==> src/rtl/demux14_tdm.sv <==
// demux14_tdm: receive-end deserializer for a 4:1 time-division link.
//   Counts slots, steers each serial sample back to its lane and presents the
//   rebuilt 4-lane word with a one-cycle valid strobe. An alignment loss
//   (missing or early frame marker) raises a one-cycle error pulse and the
//   block re-aligns on the next frame marker.
// Ports:
//   clk_i         rising-edge clock
//   rst_i         asynchronous, active-high reset
//   en_i          sample strobe; low holds all state and clears the pulses
//   frame_i       frame marker, high with the lane-0 sample only
//   din_i         serial lane sample
//   dout_o        rebuilt word, lane k in dout_o[k*WIDTH +: WIDTH]
//   dout_valid_o  one-cycle pulse when dout_o updates
//   slot_o        index of the next expected lane
//   sync_err_o    one-cycle pulse on an alignment error
module demux14_tdm #(
    parameter int unsigned WIDTH = 1
) (
    input  logic               clk_i,
    input  logic               rst_i,
    input  logic               en_i,
    input  logic               frame_i,
    input  logic [WIDTH-1:0]   din_i,
    output logic [4*WIDTH-1:0] dout_o,
    output logic               dout_valid_o,
    output logic [1:0]         slot_o,
    output logic               sync_err_o
);

    typedef enum logic [0:0] {StHunt, StRun} state_e;

    state_e                  state_q, state_d;
    logic [1:0]              slot_q, slot_d;
    logic [2:0][WIDTH-1:0]   shadow_q, shadow_d;
    logic [4*WIDTH-1:0]      dout_q, dout_d;
    logic                    dout_valid_q, dout_valid_d;
    logic                    sync_err_q, sync_err_d;

    // State register
    always_ff @(posedge clk_i or posedge rst_i) begin
        if (rst_i) begin
            state_q <= StHunt;
        end else begin
            state_q <= state_d;
        end
    end

    // Next-state logic: only a missing marker at slot 0 drops back to hunting
    always_comb begin
        state_d = state_q;
        if (en_i) begin
            unique case (state_q)
                StHunt: if (frame_i) state_d = StRun;
                StRun:  if (!frame_i && slot_q == 2'd0) state_d = StHunt;
                default: state_d = StHunt;
            endcase
        end
    end

    // Output / datapath logic
    always_comb begin
        slot_d       = slot_q;
        shadow_d     = shadow_q;
        dout_d       = dout_q;
        dout_valid_d = 1'b0;
        sync_err_d   = 1'b0;
        if (en_i) begin
            unique case (state_q)
                StHunt: begin
                    if (frame_i) begin
                        shadow_d[0] = din_i;
                        slot_d      = 2'd1;
                    end
                end
                StRun: begin
                    if (frame_i) begin
                        // A marker anywhere but slot 0 abandons the partial frame
                        sync_err_d  = (slot_q != 2'd0);
                        shadow_d[0] = din_i;
                        slot_d      = 2'd1;
                    end else if (slot_q == 2'd0) begin
                        sync_err_d = 1'b1;
                        slot_d     = 2'd0;
                    end else if (slot_q == 2'd3) begin
                        dout_d       = {din_i, shadow_q[2], shadow_q[1], shadow_q[0]};
                        dout_valid_d = 1'b1;
                        slot_d       = 2'd0;
                    end else begin
                        if (slot_q == 2'd1) begin
                            shadow_d[1] = din_i;
                        end else begin
                            shadow_d[2] = din_i;
                        end
                        slot_d = slot_q + 2'd1;
                    end
                end
                default: slot_d = 2'd0;
            endcase
        end
    end

    always_ff @(posedge clk_i or posedge rst_i) begin
        if (rst_i) begin
            slot_q       <= 2'd0;
            shadow_q     <= '0;
            dout_q       <= '0;
            dout_valid_q <= 1'b0;
            sync_err_q   <= 1'b0;
        end else begin
            slot_q       <= slot_d;
            shadow_q     <= shadow_d;
            dout_q       <= dout_d;
            dout_valid_q <= dout_valid_d;
            sync_err_q   <= sync_err_d;
        end
    end

    assign dout_o       = dout_q;
    assign dout_valid_o = dout_valid_q;
    assign slot_o       = slot_q;
    assign sync_err_o   = sync_err_q;

endmodule
==> config.mk <==
export PLATFORM = sky130hd
export DESIGN_NAME = demux14_tdm
export DESIGN_NICKNAME = d
export VERILOG_FILES = /design/src/rtl/demux14_tdm.sv
export SDC_FILE = /design/constraint.sdc
export NUM_CORES = 1
export LEC_CHECK = 0
export CAP_MARGIN = 20
export CORE_MARGIN = 2
export CORE_UTILIZATION = 45
export DETAILED_ROUTE_END_ITERATION = 16
export PLACE_DENSITY = 0.84
export SYNTH_ARGS = -nofsm -noshare
export SYNTH_HDL_FRONTEND = slang
export SYNTH_SLANG_ARGS = --single-unit
export TNS_END_PERCENT = 10
==> constraint.sdc <==
create_clock -name clk_i -period 1.9 [get_ports clk_i]
set_input_delay 0.38 -clock clk_i [delete_from_list [all_inputs] [get_ports clk_i]]
set_output_delay 0.38 -clock clk_i [all_outputs]
set_load 0.05 [all_outputs]
# Word level (Yosys, flattened, before mapping)
# Index checks and enable logic that the tools add are counted.
# word_totals
register_bits	12
out_inout_bits	8
word_cells	44
# op_classes
add_sub_neg	1
n_eq_ne	3
muxes	18
bitwise	5
reduce_logical	9
# ops
op	n
$mux W1	12
$reduce_and A6 Y1	2
$mux W2	4
$not A1 Y1	5
$reduce_and A5 Y1	1
$pmux W2 S2	1
$reduce_and A2 Y1	2
$add A2 B1 Y2 const B	1
$eq A2 B1 Y1 const B	1
$eq A2 B2 Y1 const B	1
$logic_not A2 Y1	1
$ne A2 B2 Y1 const B	1
$pmux W1 S2	1
$reduce_bool A2 Y1	1
$logic_and A1 B1 Y1	1
$logic_not A1 Y1	1

# Logic depth before layout (Yosys ltp)
# Gate-level depths: netlist of run 1.
# logic_depth
word_depth	6
depth_mapped	6

# Least setup slack after synthesis of run 1
# Ideal clock, no wire load.
# synth_path
path_type	reg-to-reg
startpoint	reg slot_q[0], in the netlist slot_o[0]
endpoint	reg dout_q[0], in the netlist dout_o[0]
t_arrival_ns	1.679
required_time_ns	1.775
setup_slack_ns	0.096
path_stages_with_launch	7
n_path_buf	0
path_cell_list	dfrtp_1 > inv_1 > ha_1 > inv_1 > ha_1 > nand3_4 > mux2_4
# synth_via
elab_chain_len	3
elab_cells_between_ends	4
cone_classes	1 x eq/ne; 1 x bitwise; 2 x reduce/logical
# synth_lines
item	line	source
start: declaration	33	logic [1:0] slot_q, slot_d;
start signal: assignment	110	slot_q <= slot_d;
$logic_not A2 Y1	81	end else if (slot_q == 2'd0) begin
$not A1 Y1 (no source line)	n/a	
$reduce_and A5 Y1 (no source line) (*)	n/a	
end signal: assignment	112	dout_q <= dout_d;
end: declaration	35	logic [4*WIDTH-1:0] dout_q, dout_d;
# Mark *: on every way between the ends. The rest lies on a longest branch, timed or not.
# A chain may end at the register's enable or synchronous reset.

# Final worst setup path of run 1
# layout_path
startpoint	reg dout_q[0], in the netlist dout_o[0]
endpoint	out dout_o[0]
# layout_rtl
item	line	source
end: declaration	24	output logic [4*WIDTH-1:0] dout_o,
# No word-level cell between the ends.

==> key figures, run 1 <==
Floorplan
  • Die Wd: a little over 40 um
  • Die height: ~41 um
  • Starting density of the core: 47.44%
  • Die area: 0.001646 sq mm
  • Core area: 0.001269 sq mm
  • Rows: 13
  • I/O pin count: 13

Critical path
  • Largest stage delay on the critical path: ~0.8 ns
  • Reg2reg path depth: 6
  • Crit path launch type: register
  • Critical path type: reg2out
  • WP data arrival: approximately 1.4 ns
  • CP max stage cell: clkdlybuf4s50_1
  • FF-to-FF setup slack: ~0.33 ns
  • Worst R2R Start: slot_o[1]
  • Endpoint class of the critical path: output port
  • Worst flop-to-flop path endpoint: dout_o[0]
  • Critical Path RT: 1.52 ns
  • Cell Chain, Critical Path: clkdlybuf4s50_1
  • CP bufs+invs: 1
  • CP delay by family, top: buffers and inverters
  • Crit-path max FO: 2

Place
  • GPL Wtd Cong: ~0.79
  • I/O Buffers: 12
  • Final HPWL DP: about 800 um
  • Placement Setup Slack: between 0.1 and 0.15 ns

Route
  • Final WL: around 1.0 mm
  • Pre-Repair DR Iteration Count: 2
  • Vias per cell: a little over 5
  • DRT iter0 DRCs: 5
  • DRC errors left: 0
  • Vias post-DR: 398
  • Routed wire per std cell: about 13 um
  • ANT nets after route: 0

Clock network
  • Clock-pin slew on the worst setup and hold paths: ~0.08 ns
  • Clock sink count: 12
  • Buffer levels on the longest clock path: 2
  • CTS tree: built
  • Htree depth: 1
  • Setup Fix Bufs, Post-CTS: 0
  • Post_cts resized: 0
  • Clock Tree Root: clkbuf_4
  • Hold_buf cts: 0
  • CTS buffer count: 3
  • Clock Latency Late Sink: around 0.27 ns

Power and ir drop
  • Leak: 0.3934 nW
  • Pwr Density: 1634 mW/mm^2
  • Peak VDD IR: between 0.8 and 0.9 mV

Yosys
  • Yosys cell types: 15
  • Post-Syn Instances: 46
  • Synthesized flop and latch total: 12
  • Syn nets: 57
  • Number of enable flip-flop cells after synthesis: 0
  • Synthesis Warnings: 0
  • Synth Flop Type: dfrtp_1
  • Mapped Area: about 600 sq um
  • Cell taking the most area after synthesis: dfrtp_1
  • Most numerous cell in the Yosys netlist: dfrtp_1
  • Post-synth ARST share: 100.0%
  • Post-synthesis sequential area ratio: approximately half
  • Top cells by area, synth: dfrtp_1, ha_1, mux2_4
  • Yosys top cell area share: 49.90%
  • Syn Area/Cell: 13.08 sq um
  • Synth cell count leaders: dfrtp_1, ha_1, inv_1, mux2_4, a21oi_1

STA
  • Fin worst setup slack: approximately 0.087 ns
  • Setup Skew: 0.008324 ns
  • Period utilization: between 90% and 100%
  • Worst-margin pin slew: slightly below 0.5 ns
  • RSZ-0062 raised after global routing: no
  • Relative slew margins: roughly two thirds
  • Final hold vios: 0
  • Setup tns final: 0 ns
  • Final setup viols: 0
  • FMAX: 0.5515 GHz
  • Pins Over Slew Limit: 0
  • Hold slack: between 0.3 and 0.4 ns
  • Fin crit period: 1.813 ns

Global route
  • Initial antenna violation count: 0
  • First-pass GRT wire length: ~1.6 mm
  • Grt ovf: 0
  • Largest net degree at the start of global routing: 13
  • GRT Util Overall: roughly 16%
  • Number of global-route vias before repair: 380

Hold path
  • Min-Delay Path Class: in2async

Outcome
  • Status: finished, final reports clean

Cells and area
  • Share of cells above drive strength 1: between 30% and 40%
  • Nets: 76
  • Inserted Diodes: 0
  • Syn-to-layout area delta: 30.77%

Flow run
  • Max capacitance violation total: 0
how the worst max path moves through the flow:
stage	from	end	cells after the start
after CTS	dout_o[1]	dout_o[1]	1
after floorplan	slot_o[0]	dout_o[0]	6
after global placement	frame_i	dout_o[0]	5
after detailed placement	frame_i	dout_o[0]	5
final	dout_o[0]	dout_o[0]	1
after global routing	dout_o[2]	dout_o[2]	1
kinds of logic after synthesis:
group	after synthesis	share of synthesized area [%]
fa+ha+maj	6	12.47
buf+inv	5	3.119
simple gates	10	12.27
mux	7	16.22
compound gates	6	6.028
flops	12	49.90
final cells by class:
type / count / area [sq um]
tap: 15 / 18.77
timing repair buffer: 14 / 130.1
inverter: 5 / 18.77
clock buffer: 4 / 36.28
fill: 116 / 481.7
multi-input combinational: 29 / 282.8
sequential: 12 / 300.3
flip-flops by register name, indices dropped and copies added (netlist names):
signal	count
dout_o	4
dout_valid_o	1
shadow_q	3
slot_o	2
state_q	1
sync_err_o	1
power breakdown:
part	internal, mW	switching, mW	total [mW]	leakage, nW
sequential	0.352	0.0735	0.425	0.147
combinational	0.275	0.386	0.661	0.225
clock	0.117	0.0830	0.199	0.0210
total	0.744	0.542	1.29	0.393
metal layers:
metal | share of wire [%] | track usage (%) | vias up
met5 | 0 | 0 | -
met4 | 1.2 | 10.00 | 0
met3 | 4.2 | 5.000 | 2
met2 | 52 | 26.19 | 10
met1 | 43 | 16.90 | 192
li1 | - | - | 194
metrics by stage:
step           util (%)  instances  cell area (sq um)  power (mW)
5_1_grt           62.03         79              787.0       1.366
6_report          62.03         79              787.0       1.286
4_1_cts           62.03         79              787.0       1.301
3_5_place_dp      59.17         75              750.7       1.096
3_3_place_gp      59.17         75              750.7       1.078
2_1_floorplan         -         46              601.8      0.8982
layout by cell type (no fill, tap or decap):
master	instances
nor2_1	2
clkbuf_8	1
inv_1	5
dfrtp_1	12
nand4_2	1
a21oi_1	3
and3_2	2
nand2_1	2
ha_1	6
a2bb2oi_1	1
clkbuf_4	3
mux2_4	5
clkdlybuf4s50_1	10
o22ai_1	2
and2_4	1
mux2_2	2
nand3_1	1
nand3_4	1
buf_4	4
Power figures use the tool's default switching activity.
==> run 2, diff against run 1 <==
- CORE_MARGIN: 2 -> default
- TNS_END_PERCENT: 10 -> 1
==> run 2 against run 1 <==
Via count decreased by 2.3%. Power is 0.18% lower. Design area decreased by 0.16%. Critical path depth stayed put. Combinational power about the same. Sequential cell count unchanged. Register-to-register slack about the same. Fmax grew 0.21%. Global-route usage grew 1.8 points. First-iteration DRC count is 80% lower. Cell count shrank 1.3%. Worst hold slack improved by 0.020 ns. Largest cell class unchanged.
==> key figures, run 2 (synthesized netlist as in run 1, its figures left out) <==
Outcome
  • Status: finished, final reports clean

Critical path
  • Worst R2R Start: slot_o[0]
  • CP delay by family, top: buffers and inverters
  • CP bufs+invs: 1
  • Critical Path RT: approximately 1.5 ns
  • Worst flop-to-flop path endpoint: dout_o[3]
  • Critical path type: reg2out
  • Largest stage delay on the critical path: roughly 0.8 ns
  • Critical path depth: 1
  • FF-to-FF setup slack: around 0.34 ns
  • Crit-path max FO: 2
  • Endpoint class of the critical path: output port
  • Reg2reg path depth: 6
  • CP max stage cell: clkdlybuf4s50_1
  • CP Capture Point: dout_o[2]
  • Cell Chain, Critical Path: clkdlybuf4s50_1
  • WP data arrival: between 1 and 1.5 ns
  • Crit path launch type: register
  • CP startpoint: dout_o[2]

Clock network
  • Post_cts resized: 0
  • Htree depth: 1
  • Clock Latency Late Sink: about 0.27 ns
  • CTS tree: built
  • Setup Fix Bufs, Post-CTS: 0
  • Hold_buf cts: 0
  • Clock Tree Root: clkbuf_4
  • Clock-pin slew on the worst setup and hold paths: about 0.080 ns
  • CTS buffer count: 3
  • Clock sink count: 12
  • Buffer levels on the longest clock path: 2

Floorplan
  • Die area: approximately 0.0015 sq mm
  • Core area: roughly 0.0012 sq mm
  • Starting density of the core: about 51%
  • Die Wd: 38.57 um
  • Die height: approximately 39 um
  • I/O pin count: 13
  • Rows: 12

STA
  • FMAX: roughly 0.55 GHz
  • RSZ-0062 raised after global routing: no
  • Fin crit period: ~1.8 ns
  • Setup tns final: 0 ns
  • Final setup viols: 0
  • Pins Over Slew Limit: 0
  • Fin worst setup slack: about 0.091 ns
  • Period utilization: between 90% and 100%
  • Setup Skew: ~0.0075 ns
  • Worst-margin pin slew: just under 0.5 ns
  • Relative slew margins: 66.83%
  • Final hold vios: 0

Route
  • Final WL: approximately 990 um
  • Vias post-DR: just under 400
  • Routed wire per std cell: around 13 um
  • DRC errors left: 0
  • Pre-Repair DR Iteration Count: 2
  • Vias per cell: 4.987
  • DRT iter0 DRCs: 1
  • ANT nets after route: 0

Power and ir drop
  • Sequential share of power: around 33%
  • Peak VDD IR: ~0.99 mV
  • Sw Ratio: 42.11%
  • Pwr Total: 1.284 mW
  • Leak: approximately 0.4 nW
  • Logic pwr share: between 50 and 60%
  • NetSw: 0.5406 mW
  • Clk pwr share: 15.5%
  • Int Pwr: between 0.7 and 0.8 mW
  • Pwr Density: 1634 mW/mm^2

Cells and area
  • Commonest non-fill, non-tap cell in the layout: dfrtp_1
  • Nets: 76
  • Share of cells above drive strength 1: a little under a third
  • Post-route cell area: between 700 and 800 sq um
  • Most frequent cells in the layout: dfrtp_1, clkdlybuf4s50_1, ha_1, mux2_4, inv_1
  • Final core occ: 67.09%
  • Max FFs per register: 4
  • Syn-to-layout area delta: 30.56%
  • Inserted Diodes: 0

Hold path
  • Min-Delay Path Class: in2async

Global route
  • First-pass GRT wire length: 1.662 mm
  • Number of global-route vias before repair: between 300 and 400
  • Largest net degree at the start of global routing: 13
  • Initial antenna violation count: 0
  • Grt ovf: 0
  • GRT Util Overall: between 15 and 20%

Place
  • GPL Wtd Cong: roughly 0.8
  • Placement Setup Slack: about 0.13 ns
  • Area post-placement: ~750 sq um
  • Final HPWL DP: a little under 800 um
  • I/O Buffers: 12

Flow run
  • Max capacitance violation total: 0
run 2: cell counts in the layout (fill, tap and decap cells not counted):
No cell type changed its count.
run 2: worst min-delay path by stage:
stage | start | slack, ns | depth (start not counted) | endpoint
6_report | rst_i | 0.42 | 2 | dout_o[0]
5_1_grt | rst_i | 0.45 | 2 | dout_o[2]
4_1_cts | rst_i | 0.42 | 2 | dout_o[1]
3_5_place_dp | shadow_q[0] | 0.50 | 1 | dout_o[0]
3_3_place_gp | shadow_q[2] | 0.49 | 1 | dout_o[2]
2_1_floorplan | rst_i | 0.24 | 1 | dout_o[0]
run 2: power by group through the flow:
stage / combinational [mW] / sequential (mW) / clock, mW
after floorplan: 0.257 / 0.641 / 0
after global routing: 0.708 / 0.441 / 0.217
after global placement: 0.651 / 0.427 / 0
after detailed placement: 0.663 / 0.433 / 0
final: 0.661 / 0.423 / 0.199
after CTS: 0.667 / 0.428 / 0.203
run 2: final cells by class:
type / count / area, sq um
fill: 105 / 385.4
inverter: 5 / 18.77
sequential: 12 / 300.3
multi-input combinational: 29 / 282.8
timing repair buffer: 14 / 130.1
tap: 14 / 17.52
clock buffer: 4 / 36.28
run 2: metrics by stage:
stage | instances | hold slack [ns]
2_1_floorplan | 46 | 0.2447
3_3_place_gp | 74 | 0.4924
3_5_place_dp | 74 | 0.4963
4_1_cts | 78 | 0.4239
5_1_grt | 78 | 0.4546
6_report | 78 | 0.4169
run 2: per-layer routing:
layer  wire length (um)  share of wire (%)  track usage (%)  vias to the layer above
met5                  0                  0                0                        -
met4                 23                2.3            10.34                        0
met3                 36                3.6            3.468                        4
met2                479                 49            26.25                       11
met1                448                 45            23.31                      180
li1                   -                  -                -                      194
